==> src/rtl/down_timer.sv <==
// Loadable down-counter/timer: load a start value, decrement on enab, pulse tc at expiry.
// Optional periodic mode via `define DOWN_TIMER_AUTORELOAD_EN (reload value restored on expiry).
module down_timer #(
    parameter int WIDTH = 5
) (
    input  logic             clk,
    input  logic             rst,
    input  logic             load,
    input  logic             enab,
    input  logic [WIDTH-1:0] cnt_in,
    output logic [WIDTH-1:0] cnt_out,
    output logic             busy,
    output logic             tc
);

    typedef enum logic {
        IDLE = 1'b0,
        RUN  = 1'b1
    } state_e;

    localparam logic [WIDTH-1:0] ONE  = WIDTH'(1);
    localparam logic [WIDTH-1:0] ZERO = '0;

    state_e           state_q, state_d;
    logic [WIDTH-1:0] cnt_q, cnt_d;
    logic             tc_q, tc_d;

`ifdef DOWN_TIMER_AUTORELOAD_EN
    logic [WIDTH-1:0] reload_q, reload_d;

    always_ff @(posedge clk or posedge rst) begin
        if (rst) begin
            reload_q <= '0;
        end else begin
            reload_q <= reload_d;
        end
    end
`endif

    always_ff @(posedge clk or posedge rst) begin
        if (rst) begin
            state_q <= IDLE;
            cnt_q   <= '0;
            tc_q    <= 1'b0;
        end else begin
            state_q <= state_d;
            cnt_q   <= cnt_d;
            tc_q    <= tc_d;
        end
    end

    always_comb begin
        state_d = state_q;
        cnt_d   = cnt_q;
        tc_d    = 1'b0;
`ifdef DOWN_TIMER_AUTORELOAD_EN
        reload_d = reload_q;
`endif
        if (load) begin
            cnt_d   = cnt_in;
            state_d = (cnt_in != ZERO) ? RUN : IDLE;
`ifdef DOWN_TIMER_AUTORELOAD_EN
            reload_d = cnt_in;
`endif
        end else if (state_q == RUN && enab) begin
            if (cnt_q > ONE) begin
                cnt_d = cnt_q - ONE;
            end else begin
                // Expiry: RUN never holds 0, so this is the 1 -> expiry step.
                tc_d = 1'b1;
`ifdef DOWN_TIMER_AUTORELOAD_EN
                cnt_d = reload_q;
`else
                cnt_d   = ZERO;
                state_d = IDLE;
`endif
            end
        end
    end

    assign cnt_out = cnt_q;
    assign busy    = (state_q == RUN);
    assign tc      = tc_q;

endmodule

==> config.mk <==
export PLATFORM = sky130hd
export DESIGN_NAME = down_timer
export DESIGN_NICKNAME = d
export VERILOG_FILES = /design/src/rtl/down_timer.sv
export SDC_FILE = /design/constraint.sdc
export NUM_CORES = 1
export LEC_CHECK = 0
export ABC_CLOCK_PERIOD_IN_PS = 1180
export CAP_MARGIN = 20
export CELL_PAD_IN_SITES_DETAIL_PLACEMENT = 2
export CELL_PAD_IN_SITES_GLOBAL_PLACEMENT = 2
export CORE_MARGIN = 2
export CORE_UTILIZATION = 21
export CTS_CLUSTER_DIAMETER = 30
export DETAILED_ROUTE_END_ITERATION = 8
export PLACE_DENSITY = 0.79
export SETUP_SLACK_MARGIN = 0.2
export SLEW_MARGIN = 5
export SYNTH_ARGS = -nofsm -noshare
export SYNTH_HDL_FRONTEND = slang
export SYNTH_SLANG_ARGS = --single-unit
==> constraint.sdc <==
create_clock -name clk -period 1.18 [get_ports clk]
set_input_delay 0.177 -clock clk [delete_from_list [all_inputs] [get_ports clk]]
set_output_delay 0.177 -clock clk [all_outputs]
set_load 0.01 [all_outputs]
After elaboration in Yosys (flattened, before gate mapping). Cells that the tools add are included.

Add/subtract/negate cells: 1. Magnitude comparators: 1. Eq/ne operators: 1. Multiplexer cells: 10. Reduce and logical (&&, ||, !) cells: 4.

Operator list (count): 5-bit two-way mux (3); 1-bit two-way mux (7); 5-bit by 1-bit > comparator with 1-bit output (second input constant) (1); 5-bit nonzero test (1); 5-bit by 1-bit subtractor with 5-bit output (second input constant) (1); 2-bit != test (second input constant) (1); 2-bit AND reduction (1); 2-bit nonzero test (1); 1-bit logical AND (1).

Bits in registers: 7. Bits of input ports: 9. Word-level logic and storage cells: 20.

Longest topological paths before layout.
Depth in word-level cells: 4. Gate-level depth with buffers: 5.

Worst setup path after synthesis. No wires, ideal clock.

Path kind: register to register. Start: register cnt_q[1], in the netlist cnt_out[1]. End: register cnt_q[1], in the netlist cnt_out[1]. Data arrival time: 1238 ps. Required time: 1070 ps. Path slack: -168 ps. Cell stages (with the launch flop): 6. Path buffers: 0. Path through: dfrtp_1 -> inv_1 -> ha_1 -> o21ba_2 -> nor4_4 -> o41ai_1.

Cells in the longest elaborated chain, start to end: 4. Elaborated cells on any way between the ends: 5.

RTL lines: from (decl) (line 25) `logic [WIDTH-1:0] cnt_q, cnt_d;`; from (signal assigned) (line 47) `cnt_q <= cnt_d;`; 5-bit by 1-bit subtractor with 5-bit output / 5-bit by 1-bit > comparator with 1-bit output (equally long branches) (line 67, 66); 5-bit two-way mux * (line 66) `if (cnt_q > ONE) begin`; 5-bit two-way mux * (line 65) `end else if (state_q == RUN && enab) begin`; 5-bit two-way mux * (line 59) `if (load) begin`.

Mark *: on every way between the ends. The rest lies on a longest branch, timed or not. The select of a mux whose other input is x is not followed. A chain may end at the register's enable or synchronous reset.

Worst setup path after layout.
Start: register cnt_q[1], in the netlist cnt_out[1]. End: register cnt_q[0], in the netlist cnt_out[0].

Cells in the longest elaborated chain, start to end: 4.

RTL lines (line): 5-bit by 1-bit > comparator with 1-bit output (66); 5-bit two-way mux (66); 5-bit two-way mux (65); 5-bit two-way mux (59).

Every way passes these cells. The select of a mux whose other input is x is not followed.

==> impl_metrics.env <==
export IMPL_run_status="complete, but fails checks"
export IMPL_violations="negative setup slack"
export IMPL_vdd_drop_max_v=0.0004122
export IMPL_cp_cell_sequence="inv_2 > ha_2 > o21ba_4 > nor4_4 > buf_4 > o41ai_2"
export IMPL_avgSynthCellArea_um2=9.602
export IMPL_finalCritPeriodShare_pct=121.1
export IMPL_rsz0062_at_grt="true"
export IMPL_pwr_share_clk_pct=24.3
export IMPL_arrival_ns=1.55
export IMPL_p_per_area_nw_per_um2=1106
export IMPL_final_area_um2=844.6
export IMPL_syn_nets=57
export IMPL_cts_buffer_depth=2
export IMPL_die_area_um2=2486
export IMPL_r2r_setup_slack_ns=-0.25
export IMPL_final_fill_count=209
export IMPL_synth_cells=46
export IMPL_slew_headroom_pct=74.97
export IMPL_insertedDiodeCount=0
export IMPL_num_rows=16
export IMPL_hold_viol=0
export IMPL_hold_class="in2async"
export IMPL_whs_ns=0.1736
export IMPL_cp_max_fo=5
export IMPL_p_int_mw=0.6294
export IMPL_htree_num_levels=1
export IMPL_layout_drive_gt1_share_pct=58.75
export IMPL_overflow=0
export IMPL_die_x_um=49.86
export IMPL_yosys_warnings=0
export IMPL_placed_area_um2=711.9
export IMPL_crit_reg2reg_launch="cnt_out[1]"
export IMPL_fp_dieH_um=49.86
export IMPL_fin_nets=92
export IMPL_p_total_mw=0.9340
export IMPL_vias=520
export IMPL_cp_start_kind="flip-flop"
export IMPL_cp_startpoint="cnt_out[1]"
export IMPL_p_switching_mw=0.3046
export IMPL_ys_ff_latch=7
export IMPL_place_congestion=0.7785
export IMPL_track_usage_pct=17.15
export IMPL_comb_power_share_pct=42.9
export IMPL_synth_top_cell_area_share_pct=39.66
export IMPL_slowest_stage="dfrtp_2"
export IMPL_syn_to_final_growth_pct=91.22
export IMPL_grt_pass1_vias=583
export IMPL_drt_iter0_drc=8
export IMPL_ios=16
export IMPL_root_buffer="clkbuf_4"
export IMPL_wl_per_cell_um=17.87
export IMPL_io_buffers=15
export IMPL_power_leakage_nw=0.3760
export IMPL_grt_pass1_wl_mm=3.042
export IMPL_period_minus_slack_ns=1.429
export IMPL_yosys_top_cells_area="dfrtp_1, a31oi_1, o41ai_1"
export IMPL_max_stage_delay_ns=0.42
export IMPL_max_freq_mhz=700.0
export IMPL_r2r_end="cnt_out[0]"
export IMPL_place_inst=97
export IMPL_skew_ns=0.004348
export IMPL_postRouteWirelength_mm=1.912
export IMPL_dr_pass1_iters=4
export IMPL_required_ns=1.30
export IMPL_clk_insertion_delay_late_ns=0.25
export IMPL_grt_start_max_net_pins=10
export IMPL_synth_cell_type_count=20
export IMPL_cp_end_kind="flip-flop"
export IMPL_setup_tns_ns=-1.287
export IMPL_report_final_slew_viol_count=0
export IMPL_final_cells=107
export IMPL_switching_share_pct=32.61
export IMPL_coreArea_um2=1982
export IMPL_cts_tree="built"
export IMPL_drv_cap=0
export IMPL_p_seq_share_pct=32.8
export IMPL_worstRegToRegCells=6
export IMPL_synth_top_cell_by_area="dfrtp_1"
export IMPL_yosysSeqAreaShare_pct=39.66
export IMPL_grt_antenna_before_repair=0
export IMPL_postLayoutSetupSlackWorst_ns=-0.2486
export IMPL_detailedPlace_worstSlack_ns=-0.3401
export IMPL_initial_core_util_pct=22.29
export IMPL_cts_hold_repair_buffers=0
export IMPL_cts_sinks=7
export IMPL_final_util_pct=42.61
export IMPL_critPathKind="reg2reg"
export IMPL_drc=0
export IMPL_worstMarginPinSlew_ns=0.3726
export IMPL_antenna_left=0
export IMPL_dp_hpwl_mm=1.338
export IMPL_synth_area_um2=441.7
export IMPL_vias_per_cell=4.860
export IMPL_clk_pin_slew_ns=0.06
export IMPL_cts_buffers_inserted=3
export IMPL_setup_viol=7
[critical path, delay by kind of cell (launching register included)]
family                     cells  cell delay (ns)
DFF                            1             0.42
and+or+nand+nor                1             0.28
buffers and inverters          2             0.24
AOI/OAI and AO/OA              2             0.21
adders and majority gates      1             0.15
[timing repair]
item                                    CTS  global route
endpoints found under the setup margin   14            13
pin swaps                                 6             1
buffers inserted                          4             2
resized for setup                        44             4
[cell usage in the layout (no fill, tap or decap)]
| cell type | Yosys | routed |
|---|---|---|
| and3_4 | 0 | 1 |
| buf_4 | 0 | 14 |
| a221oi_2 | 0 | 1 |
| nor3b_2 | 1 | 1 |
| nand4_1 | 2 | 2 |
| o41ai_2 | 0 | 2 |
| inv_4 | 0 | 1 |
| dfrtp_1 | 7 | 1 |
| a31o_2 | 1 | 1 |
| nor3_1 | 2 | 1 |
| clkdlybuf4s50_1 | 0 | 7 |
| nor3_2 | 0 | 1 |
| ha_4 | 0 | 1 |
| a21o_1 | 1 | 1 |
| o21ba_4 | 0 | 1 |
| buf_2 | 1 | 1 |
| clkbuf_4 | 0 | 3 |
| a31oi_1 | 5 | 5 |
| and2_1 | 3 | 3 |
| nor2_1 | 5 | 5 |
| and4bb_2 | 1 | 1 |
| dlymetal6s2s_1 | 0 | 1 |
| clkbuf_1 | 0 | 1 |
| nor4_4 | 1 | 1 |
| nand2_2 | 0 | 1 |
| dfrtp_2 | 0 | 6 |
| ha_2 | 0 | 1 |
| nand3_1 | 1 | 1 |
| o41ai_1 | 3 | 1 |
| inv_1 | 6 | 4 |
| inv_2 | 0 | 1 |
| buf_6 | 0 | 8 |
[area by class of cell]
type / instances / area (µm²) / share of cell area (%)
clock buffers: 4 / 26.28 / 3.111
inverters: 6 / 25.02 / 2.963
multi-input cells: 32 / 294.0 / 34.81
flip-flops and latches: 7 / 182.7 / 21.63
well taps: 27 / 33.78 / 4.000
repair buffers: 31 / 282.8 / 33.48
[kinds of logic (layout without fill, tap and decap cells)]
kind of cell    Yosys count  count (layout)  share of synthesized area [%]
simple gates             18              18                          27.48
fa+ha+maj                 2               2                          5.665
buf+inv                   7              41                          6.231
flops                     7               7                          39.66
compound gates           12              12                          20.97
[flip-flops by register name, indices dropped and copies added, names as in the netlist]
register,cells
tc,1
busy,1
cnt_out,5
[worst max-delay path by stage]
| stage | endpoint | slack (ns) | depth (start not counted) |
|---|---|---|---|
| after floorplan | cnt_out[1] | -0.12 | 5 |
| after global placement | cnt_out[3] | -0.24 | 4 |
| after detailed placement | cnt_out[0] | -0.34 | 4 |
| after CTS | tc | -0.22 | 5 |
| after global routing | cnt_out[0] | -0.32 | 6 |
| final | cnt_out[0] | -0.25 | 6 |
[layer usage]
metal | wire length (µm) | track usage [%]
met5 | 0 | 0
met4 | 42 | 8.333
met2 | 1011 | 31.11
met1 | 829 | 20.34
met3 | 29 | 0.9091
[cell usage after synthesis]
library cell,instances
ha_1,2
dfrtp_1,7
a221oi_1,1
and2_1,3
nor3b_2,1
inv_1,6
o41ai_1,3
nand4_1,2
nand2_1,1
nand3_1,1
a21o_1,1
and3_1,1
o21ba_2,1
nor4_4,1
buf_2,1
a31oi_1,5
a31o_2,1
nor3_1,2
nor2_1,5
and4bb_2,1
[power by group through the flow]
stage / Sequential [mW] / Clock, mW / Combinational, mW
final: 0.307 / 0.227 / 0.401
after detailed placement: 0.308 / 0 / 0.303
after global placement: 0.305 / 0 / 0.290
after floorplan: 0.322 / 0 / 0.108
after CTS: 0.305 / 0.236 / 0.366
after global routing: 0.310 / 0.246 / 0.431
Power figures use the tool's default switching activity.
==> variant 1, RTL diff (same settings) <==
`WIDTH`: 5 -> 7.
--- a/src/rtl/down_timer.sv
+++ b/src/rtl/down_timer.sv
@@ -2,5 +2,5 @@
 // Optional periodic mode via `define DOWN_TIMER_AUTORELOAD_EN (reload value restored on expiry).
 module down_timer #(
-    parameter int WIDTH = 5
+    parameter int WIDTH = 7
 ) (
     input  logic             clk,
Ports: changed (resized cnt_in and cnt_out); port bits go from 16 to 20. No check against the original RTL was run, so the function may have changed too.
==> variant 1 against the original RTL <==
The run still ends with negative setup slack left; area after synthesis increased by 35%; clock skew increased by 7.7 ps; sequential cell count increased by 2; setup slack got worse by 130 ps; clock power increased by 22%; wire length increased by 54%; first-iteration DRC count increased by 13%; cell area increased by 44%; total power increased by 27%; fmax decreased by 8.4%; largest power group unchanged.
==> variant 1: results (changes against the original RTL) <==
Synthesis
  – Proportion of synthesized area in mux cells: 0 (unchanged)
  – Post-synthesis sequential area ratio: 0.379 (-0.0177)
  – Number of nets in the synthesized netlist: 76 (+33%)
  – Compound-gate portion of the synthesized area: 0.303 (+0.0935)
  – Top cells by area, synth: sky130_fd_sc_hd__dfrtp_1 38%, sky130_fd_sc_hd__a2bb2oi_1 4.4%, sky130_fd_sc_hd__ha_1 4.2%, sky130_fd_sc_hd__and4b_1 3.4%, sky130_fd_sc_hd__inv_1 3.2%
  – Mean area per synthesized cell: 9.43 µm² (-1.7%)
  – Share of synthesized cell area in full adder, half adder and majority cells: 0.0421 (-0.0146)
  – Distinct cell type count of the synthesized netlist: 35 (+75%)
  – Top cell types by occurrence after synthesis: 9 x sky130_fd_sc_hd__dfrtp_1, 5 x sky130_fd_sc_hd__inv_1, 4 x sky130_fd_sc_hd__nor2_1

CTS
  – Gates resized, CTS repair: 60 (+36%)
  – Number of setup buffers added after CTS: 10 (+6)

Finish
  – Flip-flop count of the largest register, all copies and words added: 7 (+2)
  – Number of nets in the layout: 130 (+41%)

Place
  – Worst slack after detailed placement: -438 ps (-97.9 ps)
  – Total half-perimeter wirelength after legalization and detailed placement: 1940 µm (+45%)
  – Final weighted congestion of routability-driven global placement: 0.858 (+10%)
  – Area after detailed placement: 971 µm² (+36%)
  – Number of port buffers: 19 (+4)

Timing
  – Least setup slack across all paths after layout: -380 ps (-132 ps)
  – Endpoints failing setup: 10 (+3)
  – Actual transition at the worst max-transition pin: 411 ps (+38.7 ps)

Worst setup path
  – Critical-path cell with the highest stage delay: sky130_fd_sc_hd__or4_4
  – Critical register-to-register path startpoint: cnt_out[5]$_DFFE_PP0P_
  – Capture point of the worst reg-to-reg path: cnt_out[1]$_DFFE_PP0P_
  – Largest delay contributor family on the critical path: simple AND/OR/NAND/NOR gates
  – Largest fanout on the critical path: 8 (+3)
  – Largest stage delay on the critical path: 630 ps (+210 ps)

Pwr
  – Switching power as a share of total power: 0.341 (+0.0146)
  – Lkg Pwr: 0.523 nW (+39%)
  – Maximum VDD drop: 0.498 mV (+21%)

Global routing
  – Wire length of the first global-routing pass: 4730 µm (+56%)
  – Largest net degree at the start of global routing: 10 (unchanged)
  – Overall fraction of global-route tracks in use: 0.199 (+0.0276)
  – Vias in the first global route: 885 (+52%)

Status
  – Violations in the final reports: negative setup slack
  – Run status: complete, but fails checks

Route
  – DR vias: 769 (+48%)
  – First DRT Iteration DRCs: 9 (+1)
  – Total routed wire length on the met1 layer: 1230 µm (+49%)
  – Total wire length after detailed routing: 2940 µm (+54%)
  – Met2 wire length: 1600 µm (+59%)
## variant 1: routing by layer
metal	GRT usage	vias up
met2	0.373	13
met5	0	-
met3	0.0295	6
met1	0.220	396
li1	-	354
met4	0.0897	0
## variant 1: worst max path at each step
| stage | depth (start not counted) | to | start |
|---|---|---|---|
| 2_1_floorplan | 4 | tc$_DFF_PP0_ | cnt_out[4]$_DFFE_PP0P_ |
| 3_3_place_gp | 4 | busy$_DFFE_PP0P_ | cnt_in[2] |
| 3_5_place_dp | 4 | busy$_DFFE_PP0P_ | cnt_in[2] |
| 4_1_cts | 3 | cnt_out[5]$_DFFE_PP0P_ | cnt_out[5]$_DFFE_PP0P_ |
| 5_1_grt | 3 | cnt_out[1]$_DFFE_PP0P_ | cnt_out[5]$_DFFE_PP0P_ |
| 6_report | 3 | cnt_out[1]$_DFFE_PP0P_ | cnt_out[5]$_DFFE_PP0P_ |
## variant 1: layout make-up
class | instances | area, µm²
Clock buffer | 4 | 26.3
Fill cell | 295 | 1520
Inverter | 6 | 22.5
Multi-Input combinational cell | 45 | 397
Sequential cell | 9 | 228
Tap cell | 31 | 38.8
Timing Repair Buffer | 52 | 502
## variant 1: metrics by stage
stage | utilization | TNS, ps | total power [W]
finish | 0.444 | -2660 | 0.00118
global route | 0.444 | -3140 | 0.00124
CTS | 0.420 | -2550 | 0.00112
detailed placement | 0.355 | -2840 | 0.000734
global placement | 0.355 | -2460 | 0.000713
floorplan | - | -2630 | 0.000506
## variant 1: power by group through the flow
stage	sequential, W	combinational, W	clock, W
after floorplan	0.000386	0.000120	0
after global placement	0.000367	0.000346	0
after detailed placement	0.000370	0.000365	0
after CTS	0.000365	0.000479	0.000274
after global routing	0.000370	0.000577	0.000296
final	0.000366	0.000540	0.000277
==> variant 2, RTL diff (config.mk and constraints unchanged) <==
Without the edit above. Add an input register stage for `load` and `enab`, without a reset; this delays them by one clock. The other inputs are not delayed to match.
--- a/src/rtl/down_timer.sv
+++ b/src/rtl/down_timer.sv
@@ -21,4 +21,12 @@
     localparam logic [WIDTH-1:0] ONE  = WIDTH'(1);
     localparam logic [WIDTH-1:0] ZERO = '0;
+
+    logic load_q;
+    logic enab_q;
+
+    always_ff @(posedge clk) begin
+        load_q <= load;
+        enab_q <= enab;
+    end
 
     state_e           state_q, state_d;
@@ -57,5 +65,5 @@
         reload_d = reload_q;
 `endif
-        if (load) begin
+        if (load_q) begin
             cnt_d   = cnt_in;
             state_d = (cnt_in != ZERO) ? RUN : IDLE;
@@ -63,5 +71,5 @@
             reload_d = cnt_in;
 `endif
-        end else if (state_q == RUN && enab) begin
+        end else if (state_q == RUN && enab_q) begin
             if (cnt_q > ONE) begin
                 cnt_d = cnt_q - ONE;
Check against the original RTL: not equivalent (Yosys sat finds a counterexample within 4 cycles, from zero or initial values and one cycle with rst high).
==> variant 2 against the original RTL <==
The run still ends with negative setup slack left; cell area grew 3.7%; total power grew 8.9%; critical path depth grew 1; utilization grew 1.1 points; via count grew 1.3%; sequential cell count grew 2; synthesized cell count is the same; setup slack lost 160 ps; area after synthesis grew 3.4%; wire length shrank 1.4%; critical endpoint unchanged; largest power group unchanged.
==> variant 2: results (changes against the original RTL) <==
Worst setup path
  – Largest stage delay on the critical path: 380 ps (-40 ps)
  – R2R Setup Slk: -410 ps (-160 ps)
  – Largest fanout on the critical path: 4 (-1)
  – Number of cells on the worst reg-to-reg path: 7 (+1)

Status
  – Run status: complete, but fails checks
  – Violations in the final reports: negative setup slack

Finish
  – Final Instance Count excl. Fillers: 109 (+1.9%)
  – Share of post-route cells with drive strength above 1: 0.476 (-0.112)
  – Number of nets in the layout: 94 (+2.2%)
  – Signal inverters: 4 (-2)

Global routing
  – Vias in the first global route: 585 (+0.34%)
  – Largest net degree at the start of global routing: 11 (+1)
  – Overall fraction of global-route tracks in use: 0.167 (-0.00487)

Pwr
  – Lkg Pwr: 0.388 nW (+3.2%)
  – Maximum VDD drop: 0.415 mV (+0.64%)

Place
  – Worst slack after detailed placement: -391 ps (-51.3 ps)

Synthesis
  – Distinct cell type count of the synthesized netlist: 24 (+20%)
  – Top cells by area, synth: sky130_fd_sc_hd__dfrtp_1 38%, sky130_fd_sc_hd__dfxtp_1 8.8%, sky130_fd_sc_hd__o41ai_1 5.8%, sky130_fd_sc_hd__a31oi_1 5.5%, sky130_fd_sc_hd__ha_1 5.5%
  – Fraction of registers with async set/reset: 0.778 (-0.222)

CTS
  – Clock sinks: 9 (+2)

Timing
  – Least setup slack across all paths after layout: -410 ps (-162 ps)
  – Post-route clock skew: 10.5 ps (+6.16 ps)
  – Endpoints failing setup: 10 (+3)
  – Actual transition at the worst max-transition pin: 310 ps (-62.9 ps)

Route
  – Total wire length after detailed routing: 1890 µm (-1.4%)
variant 2: cell types whose count changed after synthesis, sizes merged, moves of 2 or more:
| cell | before | now |
|---|---|---|
| inv | 6 | 4 |
| nor2 | 5 | 2 |
| dfxtp | 0 | 2 |
| nand3 | 1 | 3 |
| nand4 | 2 | 0 |
variant 2: metal layers:
| metal | global-route usage | up-vias | wire length (µm) |
|---|---|---|---|
| met2 | 0.303 | 12 | 1020 |
| met3 | 0.0179 | 2 | 39 |
| met5 | 0 | - | 0 |
| li1 | - | 245 | - |
| met1 | 0.181 | 268 | 797 |
| met4 | 0.108 | 0 | 27 |
variant 2: stage by stage:
step / total power, W / cell area [µm²] / setup TNS, ps / hold slack [ps]
floorplan: 0.000475 / 460 / -2060 / -19.7
global placement: 0.000632 / 716 / -1500 / 441
detailed placement: 0.000651 / 716 / -2110 / 453
CTS: 0.000995 / 852 / -2430 / 163
global route: 0.00108 / 876 / -3340 / 186
finish: 0.00102 / 876 / -2710 / 151
variant 2: cell families after synthesis:
| logic type | synth area share |
|---|---|
| flip-flops | 0.471 |
| AND/OR/NAND/NOR | 0.216 |
| adder cells (fa/ha/maj) | 0.0548 |
| buffers and inverters | 0.0411 |
| AO/OA/AOI/OAI | 0.216 |
variant 2: what timing repair did:
item                       in CTS  in global routing
buffers inserted                7                  1
gates resized for setup        41                  1
setup endpoints to repair      14                 13
pin swaps                       1                  0
hold endpoints to repair        0                  0
variant 2: where the power goes:
part           switching, W  total (W)  internal (W)  leakage, nW
Clock              0.000118   0.000248      0.000130       0.0150
Combinational      0.000173   0.000404      0.000231        0.274
Sequential        0.0000274   0.000365      0.000337       0.0986
Total              0.000318    0.00102      0.000699        0.388
